===== config.mk =====
export PLATFORM = sky130hd
export DESIGN_NAME = alu_cmd_responder_flat
export DESIGN_NICKNAME = d
export VERILOG_FILES = /design/src/rtl/alu_cmd_responder_if.sv /design/src/rtl/alu_cmd_responder.sv /design/src/flat_wrapper.sv
export SDC_FILE = /design/constraint.sdc
export NUM_CORES = 1
export LEC_CHECK = 0
export ABC_AREA = 1
export BUFFER_PORTS_ARGS = -buffer_cell sky130_fd_sc_hd__buf_2
export CORE_UTILIZATION = 49
export DETAILED_ROUTE_END_ITERATION = 12
export PLACE_DENSITY = 0.66
export SETUP_SLACK_MARGIN = 0.2
export SYNTH_ARGS = -nofsm -noshare
export SYNTH_HDL_FRONTEND = slang
export SYNTH_SLANG_ARGS = --single-unit

===== constraint.sdc =====
create_clock -name clk -period 9.4 [get_ports clk]
set_clock_uncertainty 0.2 [all_clocks]
set_input_delay 0 -clock clk [delete_from_list [all_inputs] [get_ports clk]]
set_output_delay 0 -clock clk [all_outputs]
set_load 0.1 [all_outputs]

===== src/rtl/alu_cmd_responder_if.sv =====
// rtl/alu_cmd_responder_if.sv - request/response channel bundle for the ALU command responder
interface alu_cmd_responder_if #(
    parameter int WIDTH = 16
);
    logic             req_valid;
    logic             req_ready;
    logic [WIDTH-1:0] req_a;
    logic [WIDTH-1:0] req_b;
    logic [3:0]       req_opcode;
    logic             req_mode;
    logic             req_cin;
    logic             rsp_valid;
    logic             rsp_ready;
    logic [WIDTH-1:0] rsp_result;
    logic             rsp_cout;
    logic             rsp_zero;
    logic             rsp_err;

    modport master (
        output req_valid, req_a, req_b, req_opcode, req_mode, req_cin, rsp_ready,
        input  req_ready, rsp_valid, rsp_result, rsp_cout, rsp_zero, rsp_err
    );

    modport slave (
        input  req_valid, req_a, req_b, req_opcode, req_mode, req_cin, rsp_ready,
        output req_ready, rsp_valid, rsp_result, rsp_cout, rsp_zero, rsp_err
    );
endinterface


===== src/rtl/alu_cmd_responder.sv =====
// rtl/alu_cmd_responder.sv - pipelined ALU responder with in-order response FIFO
// Optional stat_ops/stat_errs counters enabled by macro ALU_RSP_STATS_EN.
module alu_cmd_responder #(
    parameter int WIDTH      = 16,
    parameter int FIFO_DEPTH = 4
) (
    input  logic                 clk,
    input  logic                 reset_n,
    alu_cmd_responder_if.slave   bus
`ifdef ALU_RSP_STATS_EN
    ,
    output logic [31:0]          stat_ops,
    output logic [15:0]          stat_errs
`endif
);
    localparam int PTR_W = $clog2(FIFO_DEPTH);
    localparam int CNT_W = PTR_W + 1;
    localparam int ENT_W = WIDTH + 3;
    localparam logic [CNT_W-1:0] DEPTH_C = CNT_W'(FIFO_DEPTH);

    logic             r_init;
    logic             r_stg_valid;
    logic [WIDTH-1:0] r_a;
    logic [WIDTH-1:0] r_b;
    logic [3:0]       r_op;
    logic             r_mode;
    logic             r_cin;
    logic [CNT_W-1:0] r_count;
    logic [PTR_W-1:0] r_wr_ptr;
    logic [PTR_W-1:0] r_rd_ptr;
    logic [ENT_W-1:0] r_mem [FIFO_DEPTH];

    logic             w_req_fire;
    logic             w_push;
    logic             w_pop;
    logic             w_rsp_valid;
    logic [CNT_W-1:0] w_credit_used;
    logic [WIDTH:0]   w_ext_a;
    logic [WIDTH:0]   w_ext_b;
    logic [WIDTH:0]   w_ext_cin;
    logic [WIDTH:0]   w_sum;
    logic [WIDTH-1:0] w_result;
    logic             w_cout;
    logic             w_zero;
    logic             w_err;
    logic [ENT_W-1:0] w_entry;
    logic [ENT_W-1:0] w_head;

    // Credit counts the in-flight stage so a push can never find the FIFO full.
    assign w_credit_used = r_count + CNT_W'(r_stg_valid);
    assign bus.req_ready = r_init && (w_credit_used < DEPTH_C);
    assign w_req_fire    = bus.req_valid && bus.req_ready;
    assign w_push        = r_stg_valid;
    assign w_rsp_valid   = (r_count != '0);
    assign w_pop         = w_rsp_valid && bus.rsp_ready;

    assign w_ext_a   = {1'b0, r_a};
    assign w_ext_b   = {1'b0, r_b};
    assign w_ext_cin = {{WIDTH{1'b0}}, r_cin};

    always_comb begin
        w_sum    = '0;
        w_result = '0;
        w_cout   = 1'b0;
        w_err    = 1'b0;
        if (!r_mode) begin
            // Bit WIDTH of the extended result is the carry or, for subtraction, the borrow.
            case (r_op)
                4'b0000: w_sum = w_ext_a + w_ext_b + w_ext_cin;
                4'b0001: w_sum = w_ext_a - w_ext_b - w_ext_cin;
                4'b0011: w_sum = w_ext_a + (WIDTH+1)'(1);
                4'b0100: w_sum = w_ext_a - (WIDTH+1)'(1);
                default: w_err = 1'b1;
            endcase
            w_result = w_sum[WIDTH-1:0];
            w_cout   = w_sum[WIDTH];
        end else begin
            case (r_op)
                4'b0101: w_result = r_a & r_b;
                4'b0110: w_result = r_a | r_b;
                4'b0111: w_result = r_a ^ r_b;
                4'b1000: w_result = ~r_a;
                default: w_err    = 1'b1;
            endcase
        end
    end

    assign w_zero  = (w_result == '0);
    assign w_entry = {w_err, w_zero, w_cout, w_result};

    always_ff @(posedge clk or negedge reset_n) begin
        if (!reset_n) begin
            r_init      <= 1'b0;
            r_stg_valid <= 1'b0;
            r_a         <= '0;
            r_b         <= '0;
            r_op        <= '0;
            r_mode      <= 1'b0;
            r_cin       <= 1'b0;
            r_count     <= '0;
            r_wr_ptr    <= '0;
            r_rd_ptr    <= '0;
        end else begin
            r_init      <= 1'b1;
            r_stg_valid <= w_req_fire;
            if (w_req_fire) begin
                r_a    <= bus.req_a;
                r_b    <= bus.req_b;
                r_op   <= bus.req_opcode;
                r_mode <= bus.req_mode;
                r_cin  <= bus.req_cin;
            end
            if (w_push) begin
                r_wr_ptr <= r_wr_ptr + PTR_W'(1);
            end
            if (w_pop) begin
                r_rd_ptr <= r_rd_ptr + PTR_W'(1);
            end
            r_count <= r_count + CNT_W'(w_push) - CNT_W'(w_pop);
        end
    end

    always_ff @(posedge clk) begin
        if (w_push) begin
            r_mem[r_wr_ptr] <= w_entry;
        end
    end

    // Head fields are masked when empty so outputs read zero after reset.
    assign w_head         = r_mem[r_rd_ptr];
    assign bus.rsp_valid  = w_rsp_valid;
    assign bus.rsp_result = w_rsp_valid ? w_head[WIDTH-1:0] : '0;
    assign bus.rsp_cout   = w_rsp_valid && w_head[WIDTH];
    assign bus.rsp_zero   = w_rsp_valid && w_head[WIDTH+1];
    assign bus.rsp_err    = w_rsp_valid && w_head[WIDTH+2];

`ifdef ALU_RSP_STATS_EN
    logic [31:0] r_stat_ops;
    logic [15:0] r_stat_errs;

    always_ff @(posedge clk or negedge reset_n) begin
        if (!reset_n) begin
            r_stat_ops  <= '0;
            r_stat_errs <= '0;
        end else begin
            if (w_pop && (r_stat_ops != '1)) begin
                r_stat_ops <= r_stat_ops + 32'd1;
            end
            if (w_pop && bus.rsp_err && (r_stat_errs != '1)) begin
                r_stat_errs <= r_stat_errs + 16'd1;
            end
        end
    end

    assign stat_ops  = r_stat_ops;
    assign stat_errs = r_stat_errs;
`endif
endmodule


===== src/flat_wrapper.sv =====
// flat-port wrapper written by rule: the top's interface ports become plain ports
module alu_cmd_responder_flat 
#(
    parameter int WIDTH      = 16,
    parameter int FIFO_DEPTH = 4
)
  (clk, reset_n, bus_req_valid, bus_req_a, bus_req_b, bus_req_opcode, bus_req_mode, bus_req_cin, bus_rsp_ready, bus_req_ready, bus_rsp_valid, bus_rsp_result, bus_rsp_cout, bus_rsp_zero, bus_rsp_err);
  alu_cmd_responder_if #(.WIDTH(WIDTH)) bus_i ();
  input  logic clk;
  input  logic reset_n;
  input wire logic [$bits(bus_i.req_valid)-1:0] bus_req_valid;
  input wire logic [$bits(bus_i.req_a)-1:0] bus_req_a;
  input wire logic [$bits(bus_i.req_b)-1:0] bus_req_b;
  input wire logic [$bits(bus_i.req_opcode)-1:0] bus_req_opcode;
  input wire logic [$bits(bus_i.req_mode)-1:0] bus_req_mode;
  input wire logic [$bits(bus_i.req_cin)-1:0] bus_req_cin;
  input wire logic [$bits(bus_i.rsp_ready)-1:0] bus_rsp_ready;
  output wire logic [$bits(bus_i.req_ready)-1:0] bus_req_ready;
  output wire logic [$bits(bus_i.rsp_valid)-1:0] bus_rsp_valid;
  output wire logic [$bits(bus_i.rsp_result)-1:0] bus_rsp_result;
  output wire logic [$bits(bus_i.rsp_cout)-1:0] bus_rsp_cout;
  output wire logic [$bits(bus_i.rsp_zero)-1:0] bus_rsp_zero;
  output wire logic [$bits(bus_i.rsp_err)-1:0] bus_rsp_err;
  assign bus_i.req_valid = bus_req_valid;
  assign bus_i.req_a = bus_req_a;
  assign bus_i.req_b = bus_req_b;
  assign bus_i.req_opcode = bus_req_opcode;
  assign bus_i.req_mode = bus_req_mode;
  assign bus_i.req_cin = bus_req_cin;
  assign bus_i.rsp_ready = bus_rsp_ready;
  assign bus_req_ready = bus_i.req_ready;
  assign bus_rsp_valid = bus_i.rsp_valid;
  assign bus_rsp_result = bus_i.rsp_result;
  assign bus_rsp_cout = bus_i.rsp_cout;
  assign bus_rsp_zero = bus_i.rsp_zero;
  assign bus_rsp_err = bus_i.rsp_err;
  alu_cmd_responder #(.WIDTH(WIDTH), .FIFO_DEPTH(FIFO_DEPTH)) u_core (.clk(clk), .reset_n(reset_n), .bus(bus_i));
endmodule

==> results.sh <==
export IMPL_outcome="finished, violations left"
export IMPL_violations="negative hold slack"
export IMPL_max_clock_path_buffers=2
export IMPL_netlist_area_um2=8767
export IMPL_cp_arrival_ps=3790
export IMPL_final_nets=1373
export IMPL_antenna_found_initial=0
export IMPL_rsz0062_at_grt="no"
export IMPL_cts_buffers=17
export IMPL_startpoint="u_core.r_a[3]"
export IMPL_start_util=0.5051
export IMPL_drv_cap=0
export IMPL_area_growth_pct=17.04
export IMPL_slowest_stage="o21ai_0"
export IMPL_drtIter0Drc=583
export IMPL_antennaDiodeCount=0
export IMPL_die_h_um=135.8
export IMPL_htreeDepth=4
export IMPL_period_share=0.3982
export IMPL_vias_per_cell=5.314
export IMPL_grt_pass1_vias=7416
export IMPL_grt_first_pass_wirelength_mm=38.19
export IMPL_ys_seq_area_frac=0.3945
export IMPL_synth_fp_nets=1282
export IMPL_grt_ovfl_total=0
export IMPL_cp_start_kind="register"
export IMPL_cp_common_cell="nand2_1"
export IMPL_required_ps=9440
export IMPL_cts_sinks=123
export IMPL_ios=63
export IMPL_post_cts_buffers=0
export IMPL_relSlewSlack=0.3220
export IMPL_rrSetupSlack_ps=5660
export IMPL_worstSetupEndpointType="register"
export IMPL_finalSetupViolations=0
export IMPL_regArea_um2=3458
export IMPL_antenna_left=0
export IMPL_wl_per_cell_um=15.82
export IMPL_die_w_um=135.8
export IMPL_root_buffer="clkbuf_16"
export IMPL_dieArea_um2=18430
export IMPL_place_congestion=0.9380
export IMPL_instances_no_fill=1493
export IMPL_path_max_fanout=7
export IMPL_r2r_worst_path_cells=19
export IMPL_finalHoldViolations=2
export IMPL_synth_edff_count=76
export IMPL_cts_tree="built"
export IMPL_dr_pass1_iters=5
export IMPL_finalMaxSlewViolations=0
export IMPL_ys_seq_elements=123
export IMPL_core_area_um2=17360
export IMPL_ys_types=40
export IMPL_synthArstFlopShare=0.3821
export IMPL_crit_end="u_core.r_mem[0][17]"
export IMPL_insertion_delay_ps=430
export IMPL_port_buffers=62
export IMPL_yosysWarnings=0
export IMPL_grt_max_degree=78
export IMPL_hold_path_class="in2async"
export IMPL_dp_final_hpwl_mm=16.67
export IMPL_clkTransAtPathRegs_ps=60
export IMPL_grtUsageTotal=0.2729
export IMPL_ys_flop_type="edfxtp_1"
export IMPL_avgSynthCellArea_um2=7.532
export IMPL_cpPeakStageDelay_ps=440
export IMPL_path_cells="inv_1, ha_1, ha_1, inv_1, o21ai_0, a21boi_0, inv_1, nand2_1, nand3_1, nand2_1, inv_1, nand2_1, nand2_1, nand2_1, nor2_1, nand2_1, nor2_1, nand3_1, nor2_1"
export IMPL_fillers=1581
export IMPL_tightestPinTransition_ps=1017
export IMPL_stdcell_area_um2=10260
export IMPL_tns_ps=0
export IMPL_dpl_cell_count=1421
export IMPL_reg2reg_from="u_core.r_a[3]"
export IMPL_fin_crit_ps=3743
export IMPL_fmaxAchievable_mhz=267.2
export IMPL_multiInputGateArea_um2=4528
export IMPL_reg2reg_to="u_core.r_mem[0][17]"
export IMPL_route_vias_total=7934
export IMPL_wl_mm=23.62
export IMPL_rows=48
export IMPL_placed_cell_area_um2=9243
export IMPL_hold_ws_ps=-6.145
export IMPL_post_cts_resized=0
export IMPL_drcViolationCount=0
export IMPL_netlist_instances=1164
export IMPL_critical_path_class="reg2reg"
export IMPL_drive_gt1_frac=0.09621
## synthesized netlist by cell type (2+ instances only)
| library cell | count | area share |
|---|---|---|
| a21boi_0 | 2 | 0.0017 |
| a21o_1 | 4 | 0.0034 |
| a21oi_1 | 53 | 0.030 |
| a31oi_1 | 2 | 0.0014 |
| a41oi_1 | 7 | 0.0070 |
| a41oi_2 | 2 | 0.0037 |
| buf_1 | 2 | 0.00086 |
| buf_2 | 4 | 0.0023 |
| buf_6 | 2 | 0.0026 |
| clkbuf_1 | 25 | 0.011 |
| clkinv_1 | 2 | 0.00086 |
| dfrtp_1 | 47 | 0.13 |
| edfxtp_1 | 76 | 0.26 |
| fa_1 | 4 | 0.0091 |
| ha_1 | 72 | 0.10 |
| inv_1 | 165 | 0.071 |
| inv_2 | 2 | 0.00086 |
| nand2_1 | 253 | 0.11 |
| nand2_2 | 10 | 0.0071 |
| nand2_4 | 2 | 0.0026 |
| nand3_1 | 91 | 0.052 |
| nand3b_1 | 3 | 0.0026 |
| nand4_1 | 7 | 0.0050 |
| nor2_1 | 144 | 0.062 |
| nor2_2 | 2 | 0.0014 |
| nor2_4 | 2 | 0.0026 |
| nor3_1 | 5 | 0.0029 |
| o21a_1 | 2 | 0.0017 |
| o21ai_0 | 129 | 0.074 |
| o21bai_1 | 5 | 0.0043 |
| o22ai_1 | 23 | 0.016 |
| or2_2 | 2 | 0.0014 |
| xor2_1 | 6 | 0.0060 |
## worst max-delay path, delay by kind of cell (launching register included)
kind | cells | cell delay [ps]
AO/OA/AOI/OAI | 2 | 720
adder cells (fa/ha/maj) | 2 | 720
AND/OR/NAND/NOR | 11 | 970
buffers and inverters | 4 | 510
flip-flops | 1 | 430
## layout make-up
class,instances,share of cell area
clock buffer,21,0.04487
clock inverter,11,0.01536
inverter,169,0.06182
multi-input combinational,838,0.4413
sequential,123,0.3370
tap,225,0.02744
timing repair buffer,106,0.07219
## how the worst min path moves through the flow
stage                        from                  to  slack, ps
after detailed placement  reset_n      u_core.r_b[12]        -70
after CTS                 reset_n      u_core.r_b[12]         20
final                     reset_n      u_core.r_b[12]         -6
after global routing      reset_n      u_core.r_b[12]         80
after global placement    reset_n  u_core.r_rd_ptr[1]        -50
after floorplan           reset_n       u_core.r_a[0]       -500
## registers in the layout (all words and copies together) (netlist names)
register	flops
u_core.r_b	16
u_core.r_count	3
u_core.r_stg_valid	1
u_core.r_mem	76
u_core.r_wr_ptr	2
u_core.r_a	16
u_core.r_init	1
u_core.r_rd_ptr	2
u_core.r_cin	1
u_core.r_op	4
u_core.r_mode	1
## routing by layer
layer | routed length [µm] | global-route usage | vias to the layer above
li1 | - | - | 4031
met1 | 10940 | 0.3682 | 3607
met2 | 11060 | 0.4504 | 271
met3 | 1356 | 0.03928 | 25
met4 | 275 | 0.08552 | 0
met5 | 0 | 0 | -
## repair_timing
action                                 in CTS  in global routing
setup endpoints to repair                   0                  0
hold buffers                               40                  0
endpoints found under the hold margin      89                  0
## cells by family (layout without fill, tap and decap cells)
family / after synthesis / in the layout / share of synthesized area
AOI/OAI and AO/OA: 233 / 233 / 0.1479
xor gates and xnor gates: 6 / 6 / 0.005994
adders and majority gates: 76 / 76 / 0.1119
buffers and inverters: 203 / 307 / 0.08963
DFF: 123 / 123 / 0.3945
other: 1 / 1 / 0.0004277
and+or+nand+nor: 522 / 522 / 0.2497
## cells in the final DEF, fill, tap and decap left out, drive strengths merged, types with 6 or more instances in the layout
cell,instances
nand2,265
inv,170
nor2,148
o21ai,129
nand3,91
edfxtp,76
ha,72
buf,66
a21oi,53
dfrtp,47
dlygate4sd3,40
o22ai,23
clkbuf,21
a41oi,9
nand4,7
xor2,6
o21bai,6
## per-stage QoR
stage	utilization	hold slack [ps]	worst slack [ps]
after global placement	0.5325	-48.52	5789
after floorplan	-	-495.6	5995
after CTS	0.5912	20.80	5690
final	0.5912	-6.145	5657
after global routing	0.5912	81.80	5208
after detailed placement	0.5325	-71.83	5731
Power is left out: the tool's default activity adds up to more than one toggle a clock period on the data nets, which glitch-free logic cannot reach.
